### config.mk
export PLATFORM = sky130hd
export DESIGN_NAME = alu_iter
export DESIGN_NICKNAME = d
export VERILOG_FILES = /design/src/rtl/alu_pkg.sv /design/src/rtl/alu_serial_shifter.sv /design/src/rtl/alu_iter.sv
export SDC_FILE = /design/constraint.sdc
export NUM_CORES = 1
export LEC_CHECK = 0
export BUFFER_PORTS_ARGS = -buffer_cell sky130_fd_sc_hd__buf_2
export CORE_ASPECT_RATIO = 0.6
export CORE_MARGIN = 8
export CORE_UTILIZATION = 45
export CTS_CLUSTER_DIAMETER = 40
export DETAILED_ROUTE_END_ITERATION = 8
export PLACE_DENSITY_LB_ADDON = 0.2
export RECOVER_POWER = 25
export SETUP_SLACK_MARGIN = 0.3
export SLEW_MARGIN = 40
export SYNTH_ARGS = -nofsm -noshare
export SYNTH_HDL_FRONTEND = slang
export SYNTH_SLANG_ARGS = --single-unit
### constraint.sdc
create_clock -name clk -period 3.3 [get_ports clk]
set_input_delay 0.495 -clock clk [delete_from_list [all_inputs] [get_ports clk]]
set_output_delay 0.495 -clock clk [all_outputs]
set_load 0.02 [all_outputs]
### src/rtl/alu_pkg.sv
// Shared ALU definitions: operation codes common to the control decoder and the
// execute-stage ALU, plus the width constants and FSM state encoding.
package alu_pkg;

  localparam int XLEN    = 32;
  localparam int SHAMT_W = 5;

  typedef enum logic [3:0] {
    ALU_ADD  = 4'b0000,
    ALU_SUB  = 4'b0001,
    ALU_AND  = 4'b0010,
    ALU_OR   = 4'b0011,
    ALU_XOR  = 4'b0100,
    ALU_SLT  = 4'b0101,
    ALU_SRA  = 4'b0110,
    ALU_SRL  = 4'b0111,
    ALU_SLL  = 4'b1000,
    ALU_SLTU = 4'b1001
  } alu_ctrl_e;

  typedef enum logic [1:0] {
    ST_IDLE  = 2'd0,
    ST_SHIFT = 2'd1,
    ST_DONE  = 2'd2
  } alu_state_e;

endpackage

### src/rtl/alu_serial_shifter.sv
// Bit-serial shifter: loads an operand on start, then shifts one position per
// cycle; done flags the cycle whose edge applies the last shift (dout).
module alu_serial_shifter #(
  parameter int XLEN    = 32,
  parameter int SHAMT_W = 5
) (
  input  logic               clk,
  input  logic               rst,
  input  logic               start,
  input  logic               shift_left,
  input  logic               arith,
  input  logic [XLEN-1:0]    din,
  input  logic [SHAMT_W-1:0] shamt,
  output logic               busy,
  output logic               done,
  output logic [XLEN-1:0]    dout
);

  logic               busy_q, busy_d;
  logic [SHAMT_W-1:0] cnt_q, cnt_d;
  logic [XLEN-1:0]    shreg_q, shreg_d;
  logic               left_q, left_d;
  logic               fill_q, fill_d;
  logic [XLEN-1:0]    shifted;

  always_comb begin
    shifted = left_q ? {shreg_q[XLEN-2:0], 1'b0} : {fill_q, shreg_q[XLEN-1:1]};
  end

  always_comb begin
    busy_d  = busy_q;
    cnt_d   = cnt_q;
    shreg_d = shreg_q;
    left_d  = left_q;
    fill_d  = fill_q;
    if (start) begin
      busy_d  = 1'b1;
      cnt_d   = shamt;
      shreg_d = din;
      left_d  = shift_left;
      fill_d  = arith & din[XLEN-1];
    end else if (busy_q) begin
      shreg_d = shifted;
      cnt_d   = cnt_q - SHAMT_W'(1);
      if (cnt_q == SHAMT_W'(1)) busy_d = 1'b0;
    end
  end

  always_ff @(posedge clk or posedge rst) begin
    if (rst) begin
      busy_q <= 1'b0;
      cnt_q  <= '0;
    end else begin
      busy_q <= busy_d;
      cnt_q  <= cnt_d;
    end
  end

  // Datapath registers carry no reset; busy_q gates their use.
  always_ff @(posedge clk) begin
    shreg_q <= shreg_d;
    left_q  <= left_d;
    fill_q  <= fill_d;
  end

  assign busy = busy_q;
  assign done = busy_q && (cnt_q == SHAMT_W'(1));
  assign dout = shifted;

endmodule

### src/rtl/alu_iter.sv
// Multi-cycle execute ALU: single-cycle logic/arith ops, bit-serial shifts,
// valid/ready handshakes on both sides and registered result/zero/illegal.
module alu_iter
  import alu_pkg::*;
#(
  parameter int XLEN    = alu_pkg::XLEN,
  parameter int SHAMT_W = alu_pkg::SHAMT_W
) (
  input  logic            clk,
  input  logic            rst,
  input  logic            in_valid,
  output logic            in_ready,
  input  logic [3:0]      alu_ctrl,
  input  logic [XLEN-1:0] a,
  input  logic [XLEN-1:0] b,
  output logic            out_valid,
  input  logic            out_ready,
  output logic [XLEN-1:0] result,
  output logic            zero,
  output logic            illegal
);

  alu_state_e      state_q, state_d;
  logic [XLEN-1:0] result_q, result_d;
  logic            zero_q, zero_d;
  logic            illegal_q, illegal_d;
  logic            out_valid_q, out_valid_d;

  logic            accept;
  logic            code_illegal;
  logic            code_shift;
  logic [XLEN-1:0] comb_res;
  logic            sh_start, sh_busy, sh_done;
  logic [XLEN-1:0] sh_dout;

  // Shift codes with shamt == 0 fall through to here and return a unchanged.
  function automatic logic [XLEN-1:0] alu_op(input logic [3:0] ctrl,
                                             input logic [XLEN-1:0] op_a,
                                             input logic [XLEN-1:0] op_b);
    logic signed [XLEN-1:0] sa;
    logic signed [XLEN-1:0] sb;
    sa = op_a;
    sb = op_b;
    alu_op = '0;
    case (alu_ctrl_e'(ctrl))
      ALU_ADD:  alu_op = op_a + op_b;
      ALU_SUB:  alu_op = op_a - op_b;
      ALU_AND:  alu_op = op_a & op_b;
      ALU_OR:   alu_op = op_a | op_b;
      ALU_XOR:  alu_op = op_a ^ op_b;
      ALU_SLT:  alu_op = {{(XLEN-1){1'b0}}, (sa < sb)};
      ALU_SLTU: alu_op = {{(XLEN-1){1'b0}}, (op_a < op_b)};
      ALU_SLL, ALU_SRL, ALU_SRA: alu_op = op_a;
      default:  alu_op = '0;
    endcase
  endfunction

  assign in_ready     = ((state_q == ST_IDLE) || ((state_q == ST_DONE) && out_ready)) && !sh_busy;
  assign accept       = in_valid && in_ready;
  assign code_illegal = (alu_ctrl > ALU_SLTU);
  assign code_shift   = (alu_ctrl == ALU_SLL) || (alu_ctrl == ALU_SRL) || (alu_ctrl == ALU_SRA);
  assign comb_res     = alu_op(alu_ctrl, a, b);

  always_comb begin
    state_d     = state_q;
    result_d    = result_q;
    zero_d      = zero_q;
    illegal_d   = illegal_q;
    out_valid_d = out_valid_q;
    sh_start    = 1'b0;
    if (state_q == ST_SHIFT) begin
      if (sh_done) begin
        result_d    = sh_dout;
        zero_d      = (sh_dout == '0);
        illegal_d   = 1'b0;
        out_valid_d = 1'b1;
        state_d     = ST_DONE;
      end
    end else if (accept) begin
      // IDLE, or DONE with the result being consumed this edge.
      if (code_illegal) begin
        result_d    = '0;
        zero_d      = 1'b1;
        illegal_d   = 1'b1;
        out_valid_d = 1'b1;
        state_d     = ST_DONE;
      end else if (code_shift && (b[SHAMT_W-1:0] != '0)) begin
        sh_start    = 1'b1;
        out_valid_d = 1'b0;
        state_d     = ST_SHIFT;
      end else begin
        result_d    = comb_res;
        zero_d      = (comb_res == '0);
        illegal_d   = 1'b0;
        out_valid_d = 1'b1;
        state_d     = ST_DONE;
      end
    end else if ((state_q == ST_DONE) && out_ready) begin
      out_valid_d = 1'b0;
      state_d     = ST_IDLE;
    end
  end

  always_ff @(posedge clk or posedge rst) begin
    if (rst) begin
      state_q     <= ST_IDLE;
      result_q    <= '0;
      zero_q      <= 1'b0;
      illegal_q   <= 1'b0;
      out_valid_q <= 1'b0;
    end else begin
      state_q     <= state_d;
      result_q    <= result_d;
      zero_q      <= zero_d;
      illegal_q   <= illegal_d;
      out_valid_q <= out_valid_d;
    end
  end

  alu_serial_shifter #(
    .XLEN    (XLEN),
    .SHAMT_W (SHAMT_W)
  ) u_shifter (
    .clk        (clk),
    .rst        (rst),
    .start      (sh_start),
    .shift_left (alu_ctrl == ALU_SLL),
    .arith      (alu_ctrl == ALU_SRA),
    .din        (a),
    .shamt      (b[SHAMT_W-1:0]),
    .busy       (sh_busy),
    .done       (sh_done),
    .dout       (sh_dout)
  );

  assign out_valid = out_valid_q;
  assign result    = result_q;
  assign zero      = zero_q;
  assign illegal   = illegal_q;

endmodule
==> impl_metrics.toml, run 1 <==
[synth]
synthArstFlopShare_pct = 55.3
synthesis.area_sq_um = 9560
syn-num-nets = 1483
synth_top_area_share_pct = 15.1
ys.flop_type = "dfrtp_1"
ys_warn_count = 0
syn_inst = 1294
synth_area_leaders = "ha_1 (15%), dfrtp_1 (11%), edfxtp_1 (11%)"
synth_common_cells = "nand2_1 (155), nor2_1 (142), a21oi_1 (120)"
yosysSeqAreaShare_pct = 21.7
synth_cell_types = 77
avgSynthCellArea_sq_um = 7.39
synth_edf_count = 34
synth-seq-cells = 76
synth_top_cell_by_area = "ha_1"
post-synth-top-count-cell = "nand2_1"

[route]
first_pass_iters = 7
ant_nets = 0
wirelength_um = 42600
wl_per_cell_um = 21.3
drc = 0
drt_iter0_drc = 1431
vias_per_cell = 6.07
num_vias = 12200

[sta]
hold_viol_final = 0
worst_slew_pin_slew_ns = 1.57
period_share_pct = 116
maxSlewViolCount = 29
maxSlewHeadroom_pct = -4.98
skew_ns = 0.00351
worst_slack_ns = -0.517
finalSetupViolCount = 7
rsz0062_at_grt = "true"
timing.hold.ws_ns = 0.110
fin_crit_ns = 3.82
fmax_mhz = 262

[global_routing]
grt_pass1_wl_um = 65000
grt_usage_pct = 31.2
grt_pass1_vias = 11500
grt_max_degree = 48
antenna_found_initial = 0
gr-total-overflow = 0

[pwr]
ir_worst_vdd_uv = 240
power_density_nw_per_um2 = 283
power.leakage_uw = 0.00675

[floorplanning]
die_area_sq_um = 26300
coreArea_sq_um = 20900
die_y_um = 129
num_rows = 41
initial_core_util_pct = 45.7
die_w_um = 204
num_io_pins = 108

[finish]
n_antenna_cell = 0
fillCellCount = 1774
drive_gt1_share_pct = 37.9
final_nets = 1909
seq_area_sq_um = 2070
areaGrowthSynthToFinish_pct = 50.3
multi_input_area_sq_um = 7630
finish.instance_area_sq_um = 14400

[clocking]
cts_tree = "yes"
clock_path_buffers = 2
cts_sinks = 76
numCtsBuffers = 9
htree_levels = 3
clk_pin_slew_ns = 0.06
clk_latency_ns = 0.34
cts_root_buffer = "clkbuf_16"

[place]
io_buffers = 107
place.gp.congestion = 0.992
dp.final_hpwl_um = 33700
postPlaceCellArea_sq_um = 13100

[critical_path]
cp-end-kind = "register"
crit_type = "in2reg"
path_max_fanout = 2
rr_startpoint = "u_shifter.busy"
cp.arrival_ns = 4.08
required_ns = 3.56
crit_start = "a[0]"
cp-start-kind = "input pin"
r2r_cells = 11

[min_path]
hold_path.class = "in2async"

[run_status]
status = "complete, but fails checks"
violations = "capacitance limit, slew limit, setup timing"

[flow_run]
drv_cap = 1
where the power goes:
group | internal (uW) | total [uW] | leakage, uW | switching [uW]
clock | 582 | 968 | 0.000144 | 386
combinational | 958 | 2040 | 0.00575 | 1080
sequential | 1020 | 1050 | 0.000859 | 36.6
layout make-up:
type	count	share of cell area, %
inverter	104	2.87
multi-input combinational	1035	53.1
clock inverter	5	0.357
timing repair buffer	494	25.2
clock buffer	11	1.62
tap	279	2.43
sequential	76	14.4
what timing repair did:
action | 4_1_cts | 5_1_grt
endpoints found under the setup margin | 23 | 25
hold buffers | 0 | 0
pin swaps | 34 | 49
gates resized for setup | 92 | 99
buffers inserted | 15 | 14
state kept, by name, summed over array words and instances (netlist names):
| register | count |
|---|---|
| u_shifter.shreg_q | 32 |
| result | 32 |
| state_q | 2 |
| u_shifter.busy | 1 |
| illegal | 1 |
| u_shifter.cnt_q | 5 |
| zero | 1 |
| u_shifter.left_q | 1 |
| u_shifter.fill_q | 1 |
per-layer routing:
layer | wire length (um) | GRT usage (%) | up-vias
met5 | 0 | 0 | -
li1 | - | - | 5573
met2 | 17500 | 45.1 | 719
met1 | 19100 | 45.3 | 5755
met3 | 4480 | 6.48 | 108
met4 | 1480 | 10.3 | 0
final timing paths:
path                                    to  slack [ns]
worst max-delay path                  zero       -0.52
worst min-delay path            result[23]        0.11
worst max register to register        zero        0.19
worst min register to register  result[27]        0.46
max in group asynchronous       state_q[0]        1.40
min in group clk                result[27]        0.46
kinds of logic (layout without fill, tap and decap cells):
family / count (synthesis) / in the layout / synth area share (%)
AND/OR/NAND/NOR: 467 / 467 / 22.5
buffers and inverters: 183 / 614 / 7.37
XOR/XNOR: 4 / 4 / 0.367
flip-flops: 76 / 76 / 21.7
adder cells (fa/ha/maj): 117 / 117 / 15.5
multiplexers: 38 / 38 / 4.06
AO/OA/AOI/OAI: 409 / 409 / 28.5
cell usage in the layout (no fill, tap or decap), drive strengths merged, types with 8 or more instances in the layout:
cell,synthesis,final
o221ai,8,8
nand2b,18,18
o21ai,73,73
o21bai,8,8
a2111oi,8,8
a211oi,17,17
nor3,24,24
nor2b,12,12
a31oi,11,11
dfrtp,42,42
mux2i,32,32
ha,115,115
clkbuf,68,14
nor2,142,142
inv,102,102
nand4,18,18
buf,11,491
nor4,21,21
edfxtp,34,34
a21oi,120,120
o211ai,14,14
a21o,18,18
a221oi,19,19
o31ai,11,11
o22ai,17,17
nand3,36,36
nand2,155,155
a221o,13,13
stage by stage:
step	TNS, ns	utilization [%]	total power (uW)	worst slack, ns	instances
final	-1.08	68.6	4060	-0.517	2004
after floorplan	-0.561	-	1910	-0.561	1294
after global placement	-8.56	62.5	2780	-1.00	1959
after CTS	-1.25	66.2	3890	-0.540	1990
after detailed placement	-9.50	62.5	2790	-1.08	1959
after global routing	-2.17	68.6	4250	-0.648	2004
worst max-delay path, stage by stage:
cell and delay [ns]:
buf_12 0.09, inv_12 0.03, ha_4 0.15, fa_2 0.35
or2_1 0.25, a211o_1 0.29, a21o_1 0.18, a221o_1 0.31
a311o_1 0.29, or4_1 0.49, or3_4 0.36, nor4_2 0.12
and3_1 0.22, nand3_2 0.09, nand4b_1 0.20, o22ai_1 0.16
Note: power is estimated with default switching activity, not from simulation.
==> inputs of run 2 (changes only) <==
--- a/config.mk
+++ b/config.mk
@@ -11,6 +11,7 @@
 export CORE_UTILIZATION = 45
 export CTS_CLUSTER_DIAMETER = 40
 export DETAILED_ROUTE_END_ITERATION = 8
+export GPL_TIMING_DRIVEN = 0
 export PLACE_DENSITY_LB_ADDON = 0.2
 export RECOVER_POWER = 25
 export SETUP_SLACK_MARGIN = 0.3
==> run 2 against run 1 <==
Compared with the run above:
- highest routed layer unchanged
- flip-flop and latch count is the same
- the flow still finishes with violations (capacitance limit, slew limit, setup timing)
- count of clock-buffer cells in the layout down 1
- via count is 5.9% lower
- critical path depth stayed put
- sequential power is essentially flat
- clock skew grew 0.0086 ns
- non-clock buffer count is 269 lower
==> impl_metrics.toml, run 2 (synthesized netlist as in run 1, its figures left out) <==
[clocking]
clock_path_buffers = 2
cts_tree = "yes"
htree_levels = 3
clk_pin_slew_ns = 0.06
cts_sinks = 76
clk_latency_ns = 0.34
numCtsBuffers = 9
cts_root_buffer = "clkbuf_16"

[flow_run]
drv_cap = 1

[critical_path]
required_ns = 3.55
cpMaxStageDelayCell = "or4_4"
critical_path_buf_inv_count = 2
path_max_fanout = 2
cp-end-kind = "register"
crit_type = "in2reg"
crit_family = "simple AND/OR/NAND/NOR gates"
cp-start-kind = "input pin"
crit_chain = "buf_12, inv_12, ha_4, fa_2, or2_1, a211o_1, a21o_1, a221o_1, a311o_1, or4_4, or3_4, nor4_4, and3_4, nand3_2, nand4b_1, o22ai_1"
cp.arrival_ns = 4.27
max_stage_delay_ns = 0.50

[floorplanning]
coreArea_sq_um = 20900
die_y_um = 129
num_rows = 41
die_area_sq_um = 26300
die_w_um = 204
initial_core_util_pct = 45.7
num_io_pins = 108

[place]
io_buffers = 106
place.gp.congestion = 0.999
dp.cells = 1680
dp.final_hpwl_um = 33300
postPlaceCellArea_sq_um = 10700

[global_routing]
grt_pass1_wl_um = 64500
gr-total-overflow = 0
grt_max_degree = 43
grt_usage_pct = 31.7
antenna_found_initial = 0
grt_pass1_vias = 10500

[finish]
final_nets = 1641
drive_gt1_share_pct = 23.7
areaGrowthSynthToFinish_pct = 28.2
utilization_pct = 58.5
instances_no_fill = 1736
layout_commonest_cell = "nand2_1"
final_cell_mix = "nand2_1 (153), nor2_1 (137), ha_1 (105), buf_2 (100), a21oi_1 (97)"
n_antenna_cell = 0
finish.instance_area_sq_um = 12300

[sta]
fin_crit_ns = 4.01
maxSlewHeadroom_pct = -29.6
fin_tns_setup_ns = -2.22
period_share_pct = 122
skew_ns = 0.0121
timing.hold.ws_ns = 0.462
rsz0062_at_grt = "true"
finalSetupViolCount = 12
worst_slew_pin_slew_ns = 1.93
maxSlewViolCount = 43
hold_viol_final = 0
fmax_mhz = 249
worst_slack_ns = -0.713

[route]
wirelength_um = 43200
first_pass_iters = 6
drt_iter0_drc = 1703
ant_nets = 0
wl_per_cell_um = 24.9
num_vias = 11400
drc = 0
vias_per_cell = 6.59

[pwr]
ir_worst_vdd_uv = 253
power.leakage_uw = 0.00540
power_density_nw_per_um2 = 314

[run_status]
status = "complete, but fails checks"
violations = "capacitance limit, slew limit, setup timing"

[min_path]
hold_path.class = "reg2reg"
[run 2: repair_timing]
item	CTS	global route
hold buffers	0	0
setup buffers	26	13
resized for setup	156	88
endpoints found under the setup margin	97	46
cloned	1	0
pin swaps	48	32
[run 2: worst paths after layout]
kind	start	to	slack (ns)	cells after the start
min in group asynchronous	rst	result[29]	0.63	2
setup reg to reg	u_shifter.busy	zero	-0.29	12
max in group asynchronous	rst	result[9]	1.77	2
hold / removal	result[14]	result[14]	0.46	2
hold reg to reg	result[14]	result[14]	0.46	2
setup / recovery	a[0]	zero	-0.71	16
[run 2: metrics by stage]
stage / power [uW] / worst slack [ns]
2_1_floorplan: 1910 / -0.561
3_3_place_gp: 2350 / -2.22
3_5_place_dp: 2360 / -1.80
4_1_cts: 3670 / -0.631
5_1_grt: 3980 / -0.801
6_report: 3840 / -0.713
[run 2: final cells by class]
class / instances / area [sq um]
Timing Repair Buffer: 146 / 935
Inverter: 104 / 414
Sequential cell: 76 / 2070
Multi-Input combinational cell: 1036 / 7710
Clock inverter: 6 / 104
Clock buffer: 10 / 229
Tap cell: 279 / 349
Fill cell: 2025 / 8680
Buffer: 79 / 440
[run 2: report_power, final]
part           leakage, uW  switching [uW]  internal [uW]
sequential        0.000859            38.3           1020
combinational      0.00437            1030            616
clock             0.000164             403            734
total              0.00540            1470           2370
[run 2: routing by layer]
metal / wire length (um) / global-route usage [%] / vias to the layer above
met3: 6030 / 9.21 / 89
met1: 19200 / 48.0 / 5487
li1: - / - / 5041
met2: 16700 / 42.4 / 820
met4: 1330 / 7.93 / 0
met5: 0 / 0 / -
[run 2: worst min-delay path, stage by stage (launching register included)]
cell     delay, ns
dfrtp_1       0.33
nand2_1       0.05
nand2_1       0.05
==> inputs of run 3 (changes only) <==
--- a/config.mk
+++ b/config.mk
@@ -7,8 +7,7 @@
 export LEC_CHECK = 0
 export BUFFER_PORTS_ARGS = -buffer_cell sky130_fd_sc_hd__buf_2
 export CORE_ASPECT_RATIO = 0.6
-export CORE_MARGIN = 8
-export CORE_UTILIZATION = 45
+export CORE_UTILIZATION = 30
 export CTS_CLUSTER_DIAMETER = 40
 export DETAILED_ROUTE_END_ITERATION = 8
 export GPL_TIMING_DRIVEN = 0
==> run 3 against run 2 <==
Compared with the run above:
- the run still ends with capacitance limit, slew limit, setup timing left
- sequential power barely moved
- cell count rose by 8.3%
- combinational power barely moved
- routed wire length rose by 3.7%
- via count fell by 2.4%
- core utilization fell by 19 points
- count of clock-buffer cells in the layout rose by 3
- largest cell class unchanged
- highest routed layer unchanged
- worst hold slack got worse by 0.0086 ns
- clock skew fell by 0.00051 ns
==> impl_metrics.toml, run 3 (synthesized netlist as in run 1, its figures left out) <==
[route]
ant_nets = 0
wl_per_cell_um = 23.8
num_vias = 11200
drt_iter0_drc = 1318
drc = 0
vias_per_cell = 5.93
first_pass_iters = 6
wirelength_um = 44800

[finish]
layout_commonest_cell = "nand2_1"
n_antenna_cell = 0
finish.instance_area_sq_um = 12500
instances_no_fill = 1880
areaGrowthSynthToFinish_pct = 30.5
final_cell_mix = "nand2_1 (151), nor2_1 (139), ha_1 (103), buf_2 (98)"
final_nets = 1648
utilization_pct = 39.9
drive_gt1_share_pct = 24.5

[critical_path]
crit_family = "simple AND/OR/NAND/NOR gates"
r2r-end = "zero"
path_max_fanout = 4
cp.depth = 15
critical_path_buf_inv_count = 1
endpoint = "zero"
r2r_cells = 12
crit_type = "in2reg"
cpMaxStageDelayCell = "or4_1"
crit_chain = "buf_12, ha_4, fa_2, or2_4, a211o_4, a21o_1, a221o_1, a311o_1, or4_1, or3_4, nor4_2, and3_1, nand3_2, nand4b_1, o22ai_1"
max_stage_delay_ns = 0.50
cp-start-kind = "input pin"
regToRegSetupSlack_ns = -0.38
required_ns = 3.56
cp.arrival_ns = 4.30
cp-end-kind = "register"
crit_start = "b[0]"
rr_startpoint = "u_shifter.busy"

[global_routing]
antenna_found_initial = 0
grt_pass1_wl_um = 66000
gr-total-overflow = 0
grt_pass1_vias = 10500
grt_usage_pct = 27.1
grt_max_degree = 42

[sta]
skew_ns = 0.0116
period_share_pct = 122
finalSetupViolCount = 11
fin_tns_setup_ns = -2.55
worst_slew_pin_slew_ns = 1.93
worst_slack_ns = -0.734
fin_crit_ns = 4.03
rsz0062_at_grt = "true"
hold_viol_final = 0
maxSlewViolCount = 42
fmax_mhz = 248
maxSlewHeadroom_pct = -28.9

[place]
dp.cells = 1818
postPlaceCellArea_sq_um = 10900
io_buffers = 106
dp.final_hpwl_um = 35400
place.gp.congestion = 0.989

[clocking]
htree_levels = 3
numCtsBuffers = 9
clk_latency_ns = 0.35
cts_tree = "yes"
cts_sinks = 76
clk_pin_slew_ns = 0.06
cts_root_buffer = "clkbuf_16"
clock_path_buffers = 2

[pwr]
power_density_nw_per_um2 = 304
total_power_uw = 3790
power.leakage_uw = 0.00542
ir_worst_vdd_uv = 247

[min_path]
worstHoldStart = "b[3]"
hold_path.class = "in2reg"

[run_status]
status = "complete, but fails checks"
violations = "capacitance limit, slew limit, setup timing"

[floorplanning]
num_io_pins = 108
initial_core_util_pct = 30.6
die_area_sq_um = 32600
die_w_um = 232
die_y_um = 140
coreArea_sq_um = 31300
num_rows = 50

[flow_run]
drv_cap = 1
==> run 3: changes by cell type in the layout (fill, tap and decap cells not counted), sizes merged <==
cell	previous run	this run
bufinv	3	1
clkbuf	80	79
clkinvlp	2	3
buf	155	164
dlygate4sd3	0	1
clkinv	5	3
clkdlybuf4s25	0	1
==> run 3: what timing repair did <==
| action | CTS | global route |
|---|---|---|
| gates resized for setup | 159 | 88 |
| gates cloned | 1 | 0 |
| pin swaps | 35 | 36 |
| setup endpoints to repair | 107 | 53 |
| endpoints found under the hold margin | 1 | 0 |
| hold buffers | 1 | 0 |
| setup buffers | 29 | 15 |
==> run 3: stage by stage <==
| step | hold slack (ns) | worst slack (ns) |
|---|---|---|
| finish | 0.453 | -0.734 |
| global route | 0.475 | -0.769 |
| CTS | 0.442 | -0.711 |
| detailed placement | 0.361 | -2.03 |
| global placement | 0.450 | -2.35 |
| floorplan | 0.506 | -0.561 |
==> run 3: layout make-up <==
cell class                 count  area [sq um]
tap                          416           520
clock inverter                 3          41.3
buffer                        79           457
clock buffer                  13           272
multi-input combinational   1036          7700
inverter                     104           424
timing repair buffer         153           992
fill                        3316         18800
sequential                    76          2070
==> run 3: how the worst min path moves through the flow <==
stage | to | slack (ns) | cells after the start
after floorplan | u_shifter.cnt_q[4] | 0.51 | 1
after global placement | result[18] | 0.45 | 2
after detailed placement | result[24] | 0.36 | 2
after CTS | u_shifter.cnt_q[3] | 0.44 | 2
after global routing | u_shifter.cnt_q[3] | 0.47 | 2
final | u_shifter.cnt_q[3] | 0.45 | 2
==> run 3: routing by layer <==
| layer | part of all wire [%] | wire (um) | track usage [%] | vias up |
|---|---|---|---|---|
| li1 | - | - | - | 5075 |
| met1 | 48 | 21600 | 41.9 | 5441 |
| met5 | 0 | 0 | 0 | - |
| met2 | 38 | 17000 | 35.5 | 575 |
| met4 | 2.5 | 1110 | 7.46 | 0 |
| met3 | 11 | 4970 | 7.63 | 66 |
==> run 3: power breakdown <==
part / switching, uW / total, uW / leakage [uW] / internal (uW)
Clock: 408 / 1060 / 0.000155 / 653
Sequential: 36.8 / 1060 / 0.000859 / 1020
Combinational: 1040 / 1670 / 0.00440 / 631
Total: 1490 / 3790 / 0.00542 / 2300
